## src/rtl/apb_ram_param.sv

```systemverilog
// Parameterised APB slave RAM with byte-lane strobes, error response and abort handling.
// Define APB_RAM_WAIT_EN to build WAIT_CYCLES access-phase wait states into every transfer.
module apb_ram_param #(
    parameter int DATA_W      = 32,
    parameter int DEPTH       = 32,
    parameter int ADDR_W      = 32,
    parameter int WAIT_CYCLES = 2
) (
    input  logic                pclk,
    input  logic                presetn,
    input  logic                psel,
    input  logic                penable,
    input  logic                pwrite,
    input  logic [ADDR_W-1:0]   paddr,
    input  logic [DATA_W-1:0]   pwdata,
    input  logic [DATA_W/8-1:0] pstrb,
    output logic [DATA_W-1:0]   prdata,
    output logic                pready,
    output logic                pslverr
);
    localparam int NBYTES = DATA_W / 8;
    localparam int LSB    = $clog2(NBYTES);
    localparam int IDX_W  = $clog2(DEPTH);
    localparam logic [ADDR_W-1:0] LANE_MASK = ADDR_W'((1 << LSB) - 1);

    if (DATA_W < 8 || (DATA_W % 8) != 0 || DEPTH < 2 || WAIT_CYCLES < 0 || WAIT_CYCLES > 15) begin : g_bad_params
        $error("apb_ram_param: unsupported parameter set");
    end

`ifdef APB_RAM_WAIT_EN
    typedef enum logic [1:0] {IDLE, WAIT, ACCESS} state_t;
    logic [3:0] cnt, cnt_next;
`else
    typedef enum logic [1:0] {IDLE, ACCESS} state_t;
`endif

    state_t state, state_next;

    logic [DATA_W-1:0] mem [DEPTH];

    logic [ADDR_W-1:0] bus_word;
    logic              bus_err;
    logic              setup;
    logic [IDX_W-1:0]  idx_q, idx_sel;
    logic              wr_q, err_q, wr_sel, err_sel;
    logic [DATA_W-1:0] load_data, prdata_next;
    logic              pready_next, pslverr_next;
    logic              load_out, mem_we;

    assign setup    = psel && !penable;
    assign bus_word = paddr >> LSB;
    assign bus_err  = (|(paddr & LANE_MASK)) || (bus_word >= ADDR_W'(DEPTH));

    // In IDLE the response is built from the live setup-phase bus; later it comes from the latched copy.
    assign idx_sel   = (state == IDLE) ? bus_word[IDX_W-1:0] : idx_q;
    assign wr_sel    = (state == IDLE) ? pwrite : wr_q;
    assign err_sel   = (state == IDLE) ? bus_err : err_q;
    assign load_data = (wr_sel || err_sel) ? '0 : mem[idx_sel];

    always_comb begin
        state_next   = state;
        prdata_next  = prdata;
        pready_next  = pready;
        pslverr_next = pslverr;
        load_out     = 1'b0;
        mem_we       = 1'b0;
`ifdef APB_RAM_WAIT_EN
        cnt_next     = cnt;
`endif
        case (state)
            IDLE: begin
                if (setup) begin
`ifdef APB_RAM_WAIT_EN
                    if (WAIT_CYCLES > 0) begin
                        state_next = WAIT;
                        cnt_next   = 4'(WAIT_CYCLES);
                    end else begin
                        state_next = ACCESS;
                        load_out   = 1'b1;
                    end
`else
                    state_next = ACCESS;
                    load_out   = 1'b1;
`endif
                end
            end
`ifdef APB_RAM_WAIT_EN
            WAIT: begin
                if (!psel) begin
                    state_next   = IDLE;
                    pready_next  = 1'b0;
                    pslverr_next = 1'b0;
                    prdata_next  = '0;
                    cnt_next     = '0;
                end else if (penable) begin
                    if (cnt == 4'd1) begin
                        state_next = ACCESS;
                        load_out   = 1'b1;
                        cnt_next   = '0;
                    end else begin
                        cnt_next = cnt - 4'd1;
                    end
                end
            end
`endif
            ACCESS: begin
                // Dropping psel here is an abort: the transfer ends without touching memory.
                mem_we       = psel && penable && wr_q && !err_q;
                state_next   = IDLE;
                pready_next  = 1'b0;
                pslverr_next = 1'b0;
                prdata_next  = '0;
            end
            default: state_next = IDLE;
        endcase

        if (load_out) begin
            pready_next  = 1'b1;
            pslverr_next = err_sel;
            prdata_next  = load_data;
        end
    end

    always_ff @(posedge pclk or negedge presetn) begin
        if (!presetn) begin
            state   <= IDLE;
            prdata  <= '0;
            pready  <= 1'b0;
            pslverr <= 1'b0;
            idx_q   <= '0;
            wr_q    <= 1'b0;
            err_q   <= 1'b0;
`ifdef APB_RAM_WAIT_EN
            cnt     <= '0;
`endif
        end else begin
            state   <= state_next;
            prdata  <= prdata_next;
            pready  <= pready_next;
            pslverr <= pslverr_next;
`ifdef APB_RAM_WAIT_EN
            cnt     <= cnt_next;
`endif
            if (state == IDLE && setup) begin
                idx_q <= bus_word[IDX_W-1:0];
                wr_q  <= pwrite;
                err_q <= bus_err;
            end
        end
    end

    always_ff @(posedge pclk or negedge presetn) begin
        if (!presetn) begin
            for (int i = 0; i < DEPTH; i++) begin
                mem[i] <= '0;
            end
        end else if (mem_we) begin
            for (int b = 0; b < NBYTES; b++) begin
                if (pstrb[b]) begin
                    mem[idx_q][b*8 +: 8] <= pwdata[b*8 +: 8];
                end
            end
        end
    end

endmodule

```

## config.mk

```make
export PLATFORM = sky130hd
export DESIGN_NAME = apb_ram_param
export DESIGN_NICKNAME = d
export VERILOG_FILES = /design/src/rtl/apb_ram_param.sv
export SDC_FILE = /design/constraint.sdc
export NUM_CORES = 2
export LEC_CHECK = 0
export BUFFER_PORTS_ARGS = -buffer_cell sky130_fd_sc_hd__buf_2
export CAP_MARGIN = 30
export CORE_MARGIN = 3
export CORE_UTILIZATION = 55
export CTS_CLUSTER_DIAMETER = 30
export CTS_CLUSTER_SIZE = 24
export DETAILED_ROUTE_END_ITERATION = 7
export GPL_TIMING_DRIVEN = 0
export HOLD_SLACK_MARGIN = 0.05
export PLACE_DENSITY = 0.74
export SYNTH_ARGS = -nofsm -noshare
export SYNTH_HDL_FRONTEND = slang
export SYNTH_SLANG_ARGS = --single-unit
```

## constraint.sdc

```tcl
create_clock -name pclk -period 2.05 [get_ports pclk]
set_clock_uncertainty 0.1 [all_clocks]
set_input_delay 0.1025 -clock pclk [delete_from_list [all_inputs] [get_ports pclk]]
set_output_delay 0.1025 -clock pclk [all_outputs]
set_load 0.05 [all_outputs]
```

# After elaboration in Yosys (flattened, before gate mapping)
# Index checks and enable logic that the tools add are counted.
# op_classes
order_cmp	4
n_eq_ne	2
muxes	36
bitwise_logic	2
reduce_logical	13
# ops
operator	n
$mux W1024	7
$bwmux W1024	4
$demux W32 S5	4
$mux W32	6
$bmux W32 S5	1
$ge A30 B6 Y1 const B	1
$mux W24	1
$mux W16	1
$ge A6 B6 Y1 const B	2
$not A5 Y6	2
$mux W1	8
$mux W8	1
$logic_and A1 B1 Y1	6
$lt A6 B1 Y1 const B	1
$mux W5	1
$mux W2	2
$eq A2 B1 Y1 const B	1
$logic_not A1 Y1	2
$logic_not A2 Y1	1
$logic_or A1 B1 Y1	2
$ne A2 B2 Y1 const B	1
$reduce_bool A2 Y1	1
$reduce_or A2 Y1	1
# word_totals
register_bits	1067
input_bits	73
output_inout_bits	34
elab_cells	96

# Depth between registers and ports, before layout
# logic_depth
depth_word	16
ltp_mapped	9
depth_no_buf	6

# Worst setup path after synthesis
# OpenSTA, ideal clock, no wires.
# synth_path
path_type	register to register
startpoint	reg idx_q[1]
endpoint	reg mem[224] in the netlist's numbering
setup_ns	0.125
t_arrival_ns	1.912
t_required_ns	1.825
slack_ns	-0.087
stages_incl_launch_ff	5
n_path_buf	0
period_less_slack_ns	2.137
cell_sequence	dfrtp_1 nor2_1 nand2_1 nor2_8 mux2_2
# synth_via
elab_chain_len	16
elab_cells_between_ends	20
cone_classes	order compare (2); mux (16); bitwise (1); reduce/logical (1)
# synth_lines
item	line_no	rtl
start, declared	44	logic [IDX_W-1:0] idx_q, idx_sel;
start signal, assigned	145	idx_q <= bus_word[IDX_W-1:0];
$not A5 Y6 (not written as such) *	160	mem[idx_q][b*8 +: 8] <= pwdata[b*8 +: 8];
$ge A6 B6 Y1 (not written as such) or $lt A6 B1 Y1 (tied branches)	160	
$logic_and A1 B1 Y1 (not written as such)	160	
$mux W8 (not written as such)	160	
$demux W32 S5	160	
$bwmux W1024	160	
$mux W1024	159	if (pstrb[b]) begin
$mux W1024	157	end else if (mem_we) begin
$bwmux W1024	160	
$mux W1024	159	
$mux W1024	157	
$bwmux W1024	160	
$mux W1024	159	
$mux W1024	157	
$bwmux W1024	160	
$mux W1024 *	159	
end signal, assigned by index	160	
end, declared	39	logic [DATA_W-1:0] mem [DEPTH];
# Mark *: on every way between the ends. The rest lies on a longest branch, timed or not. The select of a mux whose other input is x is not followed.
# A chain may end at the register's enable or synchronous reset.

# Final worst setup path
# layout_path
startpoint	reg state[0]
endpoint	reg prdata[29]
# layout_via
elab_chain_len	8
elab_cells_between_ends	14
cone_classes	eq/ne (1); mux (9); bitwise (1); reduce/logical (3)
# layout_lines
item	line_no	rtl
start, declared	37	state_t state, state_next;
start signal, assigned	137	state <= state_next;
$logic_not A2 Y1	--	
$mux W5	55	assign idx_sel = (state == IDLE) ? bus_word[IDX_W-1:0] : idx_q;
$not A5 Y6 (not written as such)	58	assign load_data = (wr_sel || err_sel) ? '0 : mem[idx_sel];
$bmux W32 S5	58	
$mux W32 (not written as such) (2 in a row)	58	
$mux W32	58	
$mux W32	117	if (load_out) begin
end signal, assigned	138	prdata <= prdata_next;
end, declared	17	output logic [DATA_W-1:0] prdata,
# Several ways; a longest one is shown, not always the timed one. The select of a mux whose other input is x is not followed.

==> reports/metrics.cfg <==
[status]
run_status = finished, violations left
violations = hold timing, setup timing

[clocking]
cts_made_buffers = 205
root_buffer = clkbuf_16
cts_buffer_depth = 3
clkTransAtPathRegs_ps = 50
cts_sinks = 1066
cts_tree = done
clock_latency_ps = 800
h-tree-depth = 4

[critical_path]
r2r_slack_ps = -570
path_class = flip-flop to flip-flop
cp-start-kind = flip-flop
crit_path_end_kind = flip-flop
arrival_ps = 3200
reg2regPathDepth = 11
cp-startpoint = state[0]
cp-endpoint = prdata[29]
reg2reg_from = state[0]
required_ps = 2620
reg2reg_to = prdata[29]
worst-path-max-fanout = 6

[logic_synthesis]
syn_area_um2 = 50500
synth-warning-count = 0
async_reset_ff_share_pct = 100
synth_area_leaders = dfrtp_1 (53%), mux2_2 (16%), mux2_1 (7.4%), nor2_8 (4.8%), nand2_1 (4.6%)
synth_seq_cells = 1066
synth_area_per_cell_um2 = 13.3
yosysUniqueCellTypes = 49
synth_edf_count = 0
ys_seq_area_share_pct = 52.8
synth_fp_nets = 3869
synth_flop_cell = dfrtp_1
synth_top_area_share_pct = 52.8
synth_top_area_cell = dfrtp_1
synth_cells = 3796

[timing]
fmax_mhz = 381
hold_viol = 520
setup_viol_count_final = 1062
fin_ws_ps = -573
rsz0062_at_grt = yes
maxSlewHeadroom_pct = 40.0
drv_slew = 0
period_needed_ps = 2620
fin_crit_sh_pct = 128
tightest_slew_ps = 900
hold_ws_ps = -793

[routing]
dr_wl_met2_um = 75300
wl_per_cell_um = 30.0
drc = 0
wl_met3_um = 15000
drtPass1Iterations = 5
drt_iter0_markers = 3766
top_layer_used = met5
vias = 35956
avgViaCountPerCell = 6.44
drt-total-wl_um = 167000
wirelength_met1_um = 65200
ant_nets = 0

[final_layout]
final_nets = 4299
syn2layout_area_growth_pct = 27.1
layout-drive-gt1-share_pct = 41.5
stdcell_count = 5579

[grt]
antenna_found_initial = 7
grt_pass1_vias = 36753
track_usage_pct = 34.3
gr-total-overflow = 0
grt_max_degree = 157
grt_pass1_wl_um = 241000

[floorplan]
die_x_um = 309
design.core.area_um2 = 90600
initial_core_util_pct = 55.8
die-height_um = 309
num_rows = 110
io_pins = 107
die-area_um2 = 95500

[place]
post-dp-hpwl_um = 104000
io_buffers = 106
dp.cells = 5088
post-place-ws_ps = -1360
place_congestion = 0.902

[pwr]
fin_total_pwr_w = 0.0636
p_leak_nw = 32.7
peakVddDrop_mv = 0.792
power_density_nw_per_um2 = 991

[run]
maxCapViolCount = 0

[worst_hold_path]
hp-class = input pin to async pin

routing by layer:
layer,vias to the layer above,GRT usage [%]
met1,18812,45.0
met3,604,8.46
met4,6,20.9
met5,-,0.198
met2,1905,51.8
li1,14629,-
area by class of cell:
class | instances | area (µm²)
Antenna cell | 2 | 5.00
Buffer | 265 | 2390
Clock buffer | 255 | 5650
Clock inverter | 127 | 1670
Fill cell | 5632 | 26400
Inverter | 2 | 7.51
Multi-Input combinational cell | 2461 | 24100
Sequential cell | 1066 | 26700
Tap cell | 1176 | 1470
Timing Repair Buffer | 225 | 2210
cell usage after synthesis (all sizes together) (3+ instances only):
cell type / number
clkbuf: 145
and2: 7
nor3: 3
a2111oi: 3
mux2i: 39
nor2b: 3
o31a: 32
nor3b: 3
dfrtp: 1066
o31ai: 32
a32oi: 32
nor2: 139
nor4: 6
a31oi: 64
a21oi: 37
mux4: 96
o2111ai: 31
buf: 122
and3: 64
mux2: 1031
o22ai: 63
nand2: 637
nand3: 127
power breakdown:
group | switching [W] | internal (W) | total, W | leakage (nW)
Clock | 0.0119 | 0.0233 | 0.0352 | 3.53
Sequential | 0.000345 | 0.0216 | 0.0220 | 14.6
Combinational | 0.00418 | 0.00224 | 0.00642 | 14.6
cells in the final DEF (no fill, tap or decap), types with 58 or more instances in the layout:
cell type / instances
dfrtp_1: 1061
mux2_2: 621
nand2_1: 599
mux2_1: 304
clkbuf_16: 222
nor2_8: 120
clkbuf_1: 119
nand3_1: 118
buf_2: 113
mux2_4: 106
mux4_2: 96
and3_1: 61
dlygate4sd3_1: 58
worst min path at each step:
stage                     startpoint        to  cells past startpoint
after floorplan              presetn     err_q                      0
after global placement        pwrite      wr_q                      2
after detailed placement     presetn  mem[218]                      1
after CTS                    presetn  mem[187]                      1
after global routing         presetn  mem[187]                      1
final                        presetn  mem[187]                      1
cells by family after synthesis:
group	after synthesis	synth area share (%)
flip-flops	1066	52.8
AND/OR/NAND/NOR	998	12.3
multiplexers	1166	28.1
buffers and inverters	269	2.56
AO/OA/AOI/OAI	297	4.21
flip-flops by register name, summed over array words and instances (netlist names):
name     count
pslverr      1
mem       1024
wr_q         1
prdata      32
err_q        1
pready       1
idx_q        5
state        1
what timing repair did:
item | in CTS | in global routing
gates resized for setup | 441 | 171
endpoints found under the hold margin | 1556 | 372
setup endpoints to repair | 1057 | 1136
pin swaps | 76 | 56
gates cloned | 5 | 10
setup buffers | 25 | 10
hold buffers | 55 | 4
worst max-delay path: stages (launching register included):
cell	delay (ps)
dfrtp_2	460
buf_8	160
buf_4	140
or3b_4	270
a21oi_4	70
buf_12	160
buf_12	160
buf_4	140
a32oi_2	210
o2111ai_2	160
o31a_1	330
o31ai_1	100
through the flow:
stage	TNS, ps	utilization, %	hold WS (ps)	instance area, µm²
after floorplan	-2170	-	-293	50600
after global placement	-	58.1	261	52700
after detailed placement	-595360	58.4	58.9	52900
after CTS	-292030	69.6	-791	63100
after global routing	-367230	70.9	-739	64200
final	-362740	70.9	-793	64200
(Power assumes the default switching activity.)
